<file path="src/rtl/add_round_key_word_if.sv">
// Bus bundle for the word-serial AddRoundKey stage: key load, word in/out, status.
// ADD_ROUND_KEY_PARITY_EN adds the per-byte output parity signal.
interface add_round_key_word_if;
  logic         start;
  logic [127:0] round_key_in;
  logic         round_key_vld;
  logic         key_req;
  logic [31:0]  word_in_comb_mix_column;
  logic         word_in_comb_mix_column_vld;
  logic [31:0]  word_out_add_round_key;
  logic         word_out_add_round_key_vld;
  logic         state_done;
  logic         block_done;
  logic [3:0]   round_cnt;
  logic         err_no_key;
  logic         err_key_overrun;
`ifdef ADD_ROUND_KEY_PARITY_EN
  logic [3:0]   word_out_add_round_key_par;
`endif

  modport master (
    output start, round_key_in, round_key_vld,
           word_in_comb_mix_column, word_in_comb_mix_column_vld,
    input  key_req, word_out_add_round_key, word_out_add_round_key_vld,
           state_done, block_done, round_cnt, err_no_key, err_key_overrun
`ifdef ADD_ROUND_KEY_PARITY_EN
    , input word_out_add_round_key_par
`endif
  );

  modport slave (
    input  start, round_key_in, round_key_vld,
           word_in_comb_mix_column, word_in_comb_mix_column_vld,
    output key_req, word_out_add_round_key, word_out_add_round_key_vld,
           state_done, block_done, round_cnt, err_no_key, err_key_overrun
`ifdef ADD_ROUND_KEY_PARITY_EN
    , output word_out_add_round_key_par
`endif
  );
endinterface

</file>
<file path="src/rtl/add_round_key_word.sv">
// Word-serial AddRoundKey: XORs each column word with the active round key word,
// with a one-deep shadow key slot. Optional ADD_ROUND_KEY_PARITY_EN adds byte parity.
module add_round_key_word #(
  parameter int WORDS_PER_STATE = 4,
  parameter int NUM_ROUNDS      = 10
) (
  input logic                 clock,
  input logic                 reset_n,
  add_round_key_word_if.slave bus
);
  localparam int WCW = (WORDS_PER_STATE > 1) ? $clog2(WORDS_PER_STATE) : 1;
  localparam logic [WCW-1:0] LAST = WCW'(WORDS_PER_STATE - 1);

  typedef logic [WORDS_PER_STATE-1:0][31:0] key_t;
  typedef enum logic {IDLE, ACTIVE} state_e;

  state_e         state_q, state_d;
  key_t           act_key_q, shd_key_q;
  logic           shd_full_q, shd_full_d;
  logic [WCW-1:0] word_cnt_q;
  logic [3:0]     rnd_q, rnd_next;
  logic           rdy_q;
  logic           acc, last, ld_act, ld_shd, xfer, set_ovr;
  logic [31:0]    key_word, res;
  logic [31:0]    out_q;
  logic           out_vld_q, done_q, blk_q, nokey_q, ovr_q;

  // word0 sits in the top 32 bits, i.e. the highest packed index
  assign key_word = act_key_q[LAST - word_cnt_q];
  assign res      = bus.word_in_comb_mix_column ^ key_word;
  assign rnd_next = (rnd_q >= 4'(NUM_ROUNDS)) ? 4'd1 : rnd_q + 4'd1;

  always_comb begin
    state_d    = state_q;
    shd_full_d = shd_full_q;
    ld_act     = 1'b0;
    ld_shd     = 1'b0;
    xfer       = 1'b0;
    set_ovr    = 1'b0;
    acc        = (state_q == ACTIVE) && bus.word_in_comb_mix_column_vld;
    last       = acc && (word_cnt_q == LAST);
    unique case (state_q)
      IDLE: if (bus.round_key_vld) begin
        ld_act  = 1'b1;
        state_d = ACTIVE;
      end
      ACTIVE: begin
        if (last) begin
          // a key arriving on the boundary cycle fills whichever slot frees up
          if (shd_full_q) begin
            xfer       = 1'b1;
            ld_shd     = bus.round_key_vld;
            shd_full_d = bus.round_key_vld;
          end else if (bus.round_key_vld) begin
            ld_act = 1'b1;
          end else begin
            state_d = IDLE;
          end
        end else if (bus.round_key_vld) begin
          if (shd_full_q) set_ovr = 1'b1;
          else begin
            ld_shd     = 1'b1;
            shd_full_d = 1'b1;
          end
        end
      end
      default: state_d = IDLE;
    endcase
  end

  always_ff @(posedge clock or negedge reset_n) begin
    if (!reset_n)       state_q <= IDLE;
    else if (bus.start) state_q <= IDLE;
    else                state_q <= state_d;
  end

  always_ff @(posedge clock or negedge reset_n) begin
    if (!reset_n) begin
      rdy_q      <= 1'b0;
      act_key_q  <= '0;
      shd_key_q  <= '0;
      shd_full_q <= 1'b0;
      word_cnt_q <= '0;
      rnd_q      <= '0;
      out_q      <= '0;
      out_vld_q  <= 1'b0;
      done_q     <= 1'b0;
      blk_q      <= 1'b0;
      nokey_q    <= 1'b0;
      ovr_q      <= 1'b0;
    end else begin
      rdy_q <= 1'b1;
      if (bus.start) begin
        act_key_q  <= '0;
        shd_key_q  <= '0;
        shd_full_q <= 1'b0;
        word_cnt_q <= '0;
        rnd_q      <= '0;
        out_vld_q  <= 1'b0;
        done_q     <= 1'b0;
        blk_q      <= 1'b0;
        nokey_q    <= 1'b0;
        ovr_q      <= 1'b0;
      end else begin
        shd_full_q <= shd_full_d;
        if (ld_act)    act_key_q <= bus.round_key_in;
        else if (xfer) act_key_q <= shd_key_q;
        if (ld_shd)    shd_key_q <= bus.round_key_in;
        if (ld_act || xfer) rnd_q <= rnd_next;
        if (acc) begin
          word_cnt_q <= last ? '0 : word_cnt_q + WCW'(1);
          out_q      <= res;
        end
        out_vld_q <= acc;
        done_q    <= last;
        blk_q     <= last && (rnd_q == 4'(NUM_ROUNDS));
        if (set_ovr) ovr_q <= 1'b1;
        if (bus.word_in_comb_mix_column_vld && state_q == IDLE) nokey_q <= 1'b1;
      end
    end
  end

`ifdef ADD_ROUND_KEY_PARITY_EN
  logic [3:0] par_d, par_q;
  for (genvar i = 0; i < 4; i++) begin : g_par
    assign par_d[i] = ^res[8*i +: 8];
  end
  always_ff @(posedge clock or negedge reset_n) begin
    if (!reset_n)                  par_q <= '0;
    else if (!bus.start && acc)    par_q <= par_d;
  end
  assign bus.word_out_add_round_key_par = par_q;
`endif

  assign bus.key_req                    = rdy_q && !shd_full_q;
  assign bus.word_out_add_round_key     = out_q;
  assign bus.word_out_add_round_key_vld = out_vld_q;
  assign bus.state_done                 = done_q;
  assign bus.block_done                 = blk_q;
  assign bus.round_cnt                  = rnd_q;
  assign bus.err_no_key                 = nokey_q;
  assign bus.err_key_overrun            = ovr_q;
endmodule

</file>
<file path="src/flat_wrapper.sv">
// flat-port wrapper written by rule: the top's interface ports become plain ports
module add_round_key_word_flat 
#(
  parameter int WORDS_PER_STATE = 4,
  parameter int NUM_ROUNDS      = 10
)
  (clock, reset_n, bus_start, bus_round_key_in, bus_round_key_vld, bus_word_in_comb_mix_column, bus_word_in_comb_mix_column_vld, bus_key_req, bus_word_out_add_round_key, bus_word_out_add_round_key_vld, bus_state_done, bus_block_done, bus_round_cnt, bus_err_no_key, bus_err_key_overrun);
  add_round_key_word_if bus_i ();
  input logic clock;
  input logic reset_n;
  input wire logic [$bits(bus_i.start)-1:0] bus_start;
  input wire logic [$bits(bus_i.round_key_in)-1:0] bus_round_key_in;
  input wire logic [$bits(bus_i.round_key_vld)-1:0] bus_round_key_vld;
  input wire logic [$bits(bus_i.word_in_comb_mix_column)-1:0] bus_word_in_comb_mix_column;
  input wire logic [$bits(bus_i.word_in_comb_mix_column_vld)-1:0] bus_word_in_comb_mix_column_vld;
  output wire logic [$bits(bus_i.key_req)-1:0] bus_key_req;
  output wire logic [$bits(bus_i.word_out_add_round_key)-1:0] bus_word_out_add_round_key;
  output wire logic [$bits(bus_i.word_out_add_round_key_vld)-1:0] bus_word_out_add_round_key_vld;
  output wire logic [$bits(bus_i.state_done)-1:0] bus_state_done;
  output wire logic [$bits(bus_i.block_done)-1:0] bus_block_done;
  output wire logic [$bits(bus_i.round_cnt)-1:0] bus_round_cnt;
  output wire logic [$bits(bus_i.err_no_key)-1:0] bus_err_no_key;
  output wire logic [$bits(bus_i.err_key_overrun)-1:0] bus_err_key_overrun;
  assign bus_i.start = bus_start;
  assign bus_i.round_key_in = bus_round_key_in;
  assign bus_i.round_key_vld = bus_round_key_vld;
  assign bus_i.word_in_comb_mix_column = bus_word_in_comb_mix_column;
  assign bus_i.word_in_comb_mix_column_vld = bus_word_in_comb_mix_column_vld;
  assign bus_key_req = bus_i.key_req;
  assign bus_word_out_add_round_key = bus_i.word_out_add_round_key;
  assign bus_word_out_add_round_key_vld = bus_i.word_out_add_round_key_vld;
  assign bus_state_done = bus_i.state_done;
  assign bus_block_done = bus_i.block_done;
  assign bus_round_cnt = bus_i.round_cnt;
  assign bus_err_no_key = bus_i.err_no_key;
  assign bus_err_key_overrun = bus_i.err_key_overrun;
  add_round_key_word #(.WORDS_PER_STATE(WORDS_PER_STATE), .NUM_ROUNDS(NUM_ROUNDS)) u_core (.clock(clock), .reset_n(reset_n), .bus(bus_i));
endmodule
</file>
<file path="config.mk">
export PLATFORM = sky130hd
export DESIGN_NAME = add_round_key_word_flat
export DESIGN_NICKNAME = d
export VERILOG_FILES = /design/src/rtl/add_round_key_word_if.sv /design/src/rtl/add_round_key_word.sv /design/src/flat_wrapper.sv
export SDC_FILE = /design/constraint.sdc
export NUM_CORES = 1
export LEC_CHECK = 0
export ABC_AREA = 1
export ABC_CLOCK_PERIOD_IN_PS = 5000
export CAP_MARGIN = 0
export CORE_ASPECT_RATIO = 1.4
export CORE_MARGIN = 4
export CORE_UTILIZATION = 53
export DETAILED_ROUTE_END_ITERATION = 12
export PLACE_DENSITY_LB_ADDON = 0.1
export SETUP_SLACK_MARGIN = 0.15
export SLEW_MARGIN = 10
export SYNTH_ARGS = -nofsm -noshare
export SYNTH_HDL_FRONTEND = slang
export SYNTH_SLANG_ARGS = --single-unit
</file>
<file path="constraint.sdc">
create_clock -name clock -period 5 [get_ports clock]
set_clock_uncertainty 0.05 [all_clocks]
set_input_delay 0.75 -clock clock [delete_from_list [all_inputs] [get_ports clock]]
set_output_delay 0.75 -clock clock [all_outputs]
set_load 0.005 [all_outputs]
</file>
# [Word level (Yosys, flattened, before mapping)]
# Cells that the tools add are included.
[totals] register_bits=302 wordCells=89 out_inout_bits=42 input_bits=165
[op_classes] reduce_logical=17 n_mux=43 bitwise=3 n_addsub=3 order_cmp=2 eq_ne=2
[ops] op="128-bit two-way mux" count=5
[ops] op="32-bit binary-select mux with 2-bit select" count=1
[ops] op="32-bit two-way mux" count=1
[ops] op="32-bit bitwise XOR" count=1
[ops] op="1-bit two-way mux" count=28
[ops] op="4-bit two-way mux" count=3
[ops] op="2-bit nonzero test" count=6
[ops] op="2-bit two-way mux" count=3
[ops] op="3-bit nonzero test" count=2
[ops] op="1-bit logical AND" count=5
[ops] op="4-bit by 1-bit adder with 4-bit output (second input constant)" count=1
[ops] op="4-bit == test (second input constant)" count=1
[ops] op="4-bit greater-or-equal comparator (second input constant)" count=1
[ops] op="1-bit one-hot mux with 2 select lines" count=2
[ops] op="2-bit AND reduction" count=2
[ops] op="2-bit by 3-bit less-than comparator with 1-bit output (second input constant)" count=1
[ops] op="2-bit by 1-bit adder with 2-bit output (second input constant)" count=1
[ops] op="2-bit == test (second input constant)" count=1
[ops] op="1-bit NOT" count=2
[ops] op="2-bit subtractor (first input constant)" count=1
[ops] op="1-bit zero test" count=1
[ops] op="1-bit logical OR" count=1

# [Depth between registers and ports, before layout]
[depth] depth_word=7 mapped_depth=11 depth_no_buf=9

# [Least setup slack after synthesis]
# No wires, ideal clock.
[synth_path] path_kind="in2reg" start="input port bus_start" end="register u_core.shd_key_q[0] in the netlist's numbering" path_stages=6 slack_ns=3.158 setup_time_ns=0.066 path_buffers=3 arrival_time_ns=1.726 cell_sequence="buf_2 -> clkinv_1 -> clkbuf_1 -> clkbuf_1 -> nand3_1 -> nand2_1"
[synth_via] elab_chain_len=1 word_cells_on_any_way=2 classes_between="mux (1); reduce/logical (1)"
[synth_lines] item="from (decl)" line_no="flat_wrapper.sv:11" source="input wire logic [$bits(bus_i.start)-1:0] bus_start;"
[synth_lines] item="128-bit two-way mux / 2-bit nonzero test (equally long branches)"
[synth_lines] item="to (signal assigned)" line_no="add_round_key_word.sv:108" source="if (ld_shd) shd_key_q <= bus.round_key_in;"
[synth_lines] item="to (decl)" line_no="add_round_key_word.sv:18" source="key_t act_key_q, shd_key_q;"
# Several ways; a longest one is shown, not always the timed one.
# A chain may end at the register's enable or synchronous reset.

# [Worst setup path after layout]
[layout_path] start="input port bus_round_key_vld" end="register u_core.act_key_q[48] in the netlist's numbering"
[layout_via] elab_chain_len=6 word_cells_on_any_way=7 classes_between="mux (6); reduce/logical (1)"
[layout_lines] item="from (decl)" line_no="flat_wrapper.sv:13" source="input wire logic [$bits(bus_i.round_key_vld)-1:0] bus_round_key_vld;"
[layout_lines] item="1-bit two-way mux *" line_no="add_round_key_word.sv:43, add_round_key_word.sv:54"
[layout_lines] item="1-bit two-way mux" line_no="add_round_key_word.sv:50" source="if (shd_full_q) begin"
[layout_lines] item="1-bit two-way mux" line_no="add_round_key_word.sv:48" source="if (last) begin"
[layout_lines] item="1-bit one-hot mux with 2 select lines *" line_no="add_round_key_word.sv:42" source="unique case (state_q)"
[layout_lines] item="128-bit two-way mux" line_no="add_round_key_word.sv:106" source="if (ld_act) act_key_q <= bus.round_key_in;"
[layout_lines] item="128-bit two-way mux" line_no="add_round_key_word.sv:93" source="if (bus.start) begin"
[layout_lines] item="to (signal assigned)" line_no="add_round_key_word.sv:106"
[layout_lines] item="to (signal assigned)" line_no="add_round_key_word.sv:107" source="else if (xfer) act_key_q <= shd_key_q;"
[layout_lines] item="to (decl)" line_no="add_round_key_word.sv:18"
# Mark *: on every way between the ends. The rest lies on a longest branch, timed or not.

==> impl_results.md <==
* Worst slew margin at 18.41%
* Initial Util at 54.12%
* DRT iter0 DRCs at 1,407
* Tmin final at 3129 ps
* Top-area cell type share of the netlist area at 48.69%
* Initial antenna violation count at 0
* Vias per cell at 5.576
* Clk root buf: clkbuf_16
* FF-to-FF setup slack at 2030 ps
* Max Slew Vio Count at 0
* Most common cell after layout, fill and taps aside: nand2_1
* GRT Resource Usage Total at 27.61%
* Mapped Cells at 2,098
* Final ANT Viol Nets at 0
* Most frequent cells in the layout: nand2_1 (1,026), nand3_1 (518), dfrtp_1 (301), clkdlybuf4s50_1 (205), inv_1 (44)
* WL/cell at 17.38 um
* Area grow syn2layout at 17.71%
* Worst-margin pin slew at 1223 ps
* Top post-synthesis cells by area: dfrtp_1 (49%), nand2_1 (25%), nand3_1 (17%)
* Post-DP HPWL at 27,440 um
* Placed insts at 2,545
* DRT Pass-1 Iters at 6
* Sequential-to-total area share from yosys stat at 48.69%
* Max Root-Sink Buffers at 3
* Arrival time at the worst endpoint at 3570 ps
* Hold/Removal Path Class: input pin to async pin
* Status: finished clean
* Slowest CP cell: inv_4
* I/O Pins at 207
* Tot Pwr at 5.825 mW
* Setup crit end kind: flip-flop
* Setup tns final at 0 ps
* Post-CTS Setup Inserts at 0
* Non-filler instance count after layout at 2,598
* Max_cap viols at 0
* CP required at 5450 ps
* Routability Congestion at 0.8527
* Pre-CTS setup slack at 1342 ps
* IO Port Bufs at 206
* Setup slack after layout at 1871 ps
* Crit path cell chain: clkdlybuf4s50_1, nand2_4, nand2_4, inv_4, buf_4, nand3_1, nand2_1
* Core region area at 28,680 um2
* CTS resizes at 0
* Site Rows at 73
* # DRC at 0
* Pin count of the biggest net entering global routing at 134
* Crit path launch type: input pin
* Worst-Skew Late Latency at 570 ps
* Synth cell types at 27
* Final #Nets at 2,370
* RSZ-0062 raised after global routing: false
* Mapped cell area at 15,520 um2
* Fmax at 319.6 MHz
* Ys Warns at 0
* TritonCTS clock tree: done
* Global-route wire length before repair at 74,000 um
* Pleak at 9.771 nW
* Die ar. at 32,130 um2
* Delay-heaviest family, CP: buffers and inverters
* Vias in the first global route at 14,137
* Syn nets at 2,266
* # setup viols final at 0
* CTS H-tree lvls at 1
* Hold-fix buffers, CTS at 0
* Worst Hold Slack at 234.7 ps
* Setup CP Type: input pin to flip-flop
* Share of layout cells above drive strength 1 at 4.139%
* Largest area contributor in the netlist: dfrtp_1
* Vias at 14,487
* Cell Pwr Density at 318.8 nW/um2
* Total CTS buffers at 30
* Drt total wl at 45,160 um
* Period utilisation layout at 62.58%
* Clock sink total at 302
* Congestion Overflow GR at 0
* Peak VDD IR at 0.0002466 V
* Post-synthesis register bit count at 302
* Die Ht at 210.5 um
* Slowest stage delay, CP at 730 ps
* Most frequent CP cell: nand2_4
* Crit Path Max Fanout at 84
* ANT cells at 0
* Synth Area per Inst at 7.399 um2
* WP buf/inv at 3
* Die Wd at 152.6 um
* Reg clk slew, reported paths at 60 ps
* Final hold vios at 0
## final timing paths
kind	from	end	cells past startpoint
max in group asynchronous	reset_n	u_core.act_key_q[0]$_DFFE_PN0P_	2
hold reg to reg	u_core.bus.word_out_add_round_key[11]$_DFFE_PN0P_	u_core.bus.word_out_add_round_key[11]$_DFFE_PN0P_	2
setup reg to reg	u_core.state_q$_DFF_PN0_	u_core.act_key_q[48]$_DFFE_PN0P_	7
setup / recovery	bus_round_key_vld	u_core.act_key_q[48]$_DFFE_PN0P_	7
min in group clock	u_core.bus.word_out_add_round_key[11]$_DFFE_PN0P_	u_core.bus.word_out_add_round_key[11]$_DFFE_PN0P_	2
hold / removal	reset_n	u_core.shd_key_q[120]$_DFFE_PN0P_	1
## logic make-up after synthesis
family / share of synthesized area [%]
AO/OA/AOI/OAI: 0.5239
XOR/XNOR: 0.05643
other: 0.02416
AND/OR/NAND/NOR: 42.61
buffers and inverters: 7.859
adder cells (fa/ha/maj): 0.2418
flip-flops: 48.69
## metrics by stage
step | instance area, um2 | util [%]
final | 18270 | 63.71
after global routing | 18270 | 63.71
after CTS | 18270 | 63.71
after detailed placement | 17290 | 60.29
after global placement | 17290 | 60.29
after floorplan | 15520 | -
## final cells by class
| class | count | area, um2 |
|---|---|---|
| clock buffer | 46 | 892.1 |
| clock inverter | 7 | 88.84 |
| fill | 2549 | 10410 |
| inverter | 48 | 187.7 |
| multi-input combinational | 1593 | 6788 |
| sequential | 302 | 7559 |
| tap | 375 | 469.2 |
| timing repair buffer | 227 | 2287 |
## sequential cells by signal (all words and copies together) (netlist names)
| signal | cells |
|---|---|
| u_core.act_key_q | 128 |
| u_core.bus.block_done | 1 |
| u_core.bus.err_key_overrun | 1 |
| u_core.bus.err_no_key | 1 |
| u_core.bus.round_cnt | 4 |
| u_core.bus.state_done | 1 |
| u_core.bus.word_out_add_round_key | 32 |
| u_core.bus.word_out_add_round_key_vld | 1 |
| u_core.rdy_q | 1 |
| u_core.shd_full_q | 1 |
| u_core.shd_key_q | 128 |
| u_core.state_q | 1 |
| u_core.word_cnt_q | 2 |
## Yosys cell counts
| cell | n |
|---|---|
| nand3_2 | 1 |
| buf_1 | 12 |
| a31oi_1 | 2 |
| nand2_2 | 14 |
| nor4_1 | 1 |
| buf_4 | 8 |
| nand3_1 | 518 |
| inv_2 | 2 |
| nor2_1 | 6 |
| o21ai_0 | 9 |
| conb_1 | 1 |
| nor2_4 | 1 |
| a21oi_1 | 3 |
| dfrtp_1 | 302 |
| a21oi_2 | 1 |
| ha_1 | 3 |
| clkbuf_1 | 36 |
| clkinv_1 | 1 |
| nand4_1 | 2 |
| buf_6 | 47 |
| xor2_1 | 1 |
| buf_8 | 1 |
| nor2_2 | 2 |
| clkbuf_2 | 1 |
| buf_2 | 50 |
| inv_1 | 45 |
| nand2_1 | 1028 |
## where the power goes
part	internal, mW	switching (mW)
Clock	1.32	0.954
Combinational	0.363	0.499
Sequential	2.59	0.0977
Total	4.27	1.55
## per-layer routing
| layer | track usage (%) | up-vias | part of all wire, % |
|---|---|---|---|
| met5 | 0 | - | 0 |
| met4 | 7.839 | 0 | 2.3 |
| met3 | 4.765 | 67 | 8.1 |
| met2 | 43.38 | 620 | 45 |
| met1 | 39.92 | 6901 | 44 |
| li1 | - | 6899 | - |
## worst reg2reg max path, cell delays in order (launching register included)
cell and delay (ps):
dfrtp_1 450, inv_1 130, nand2_4 490, nand2_4 360
inv_4 730, buf_4 470, nand3_1 130, nand2_1 90
No activity file was read; power rests on OpenSTA's default activity.
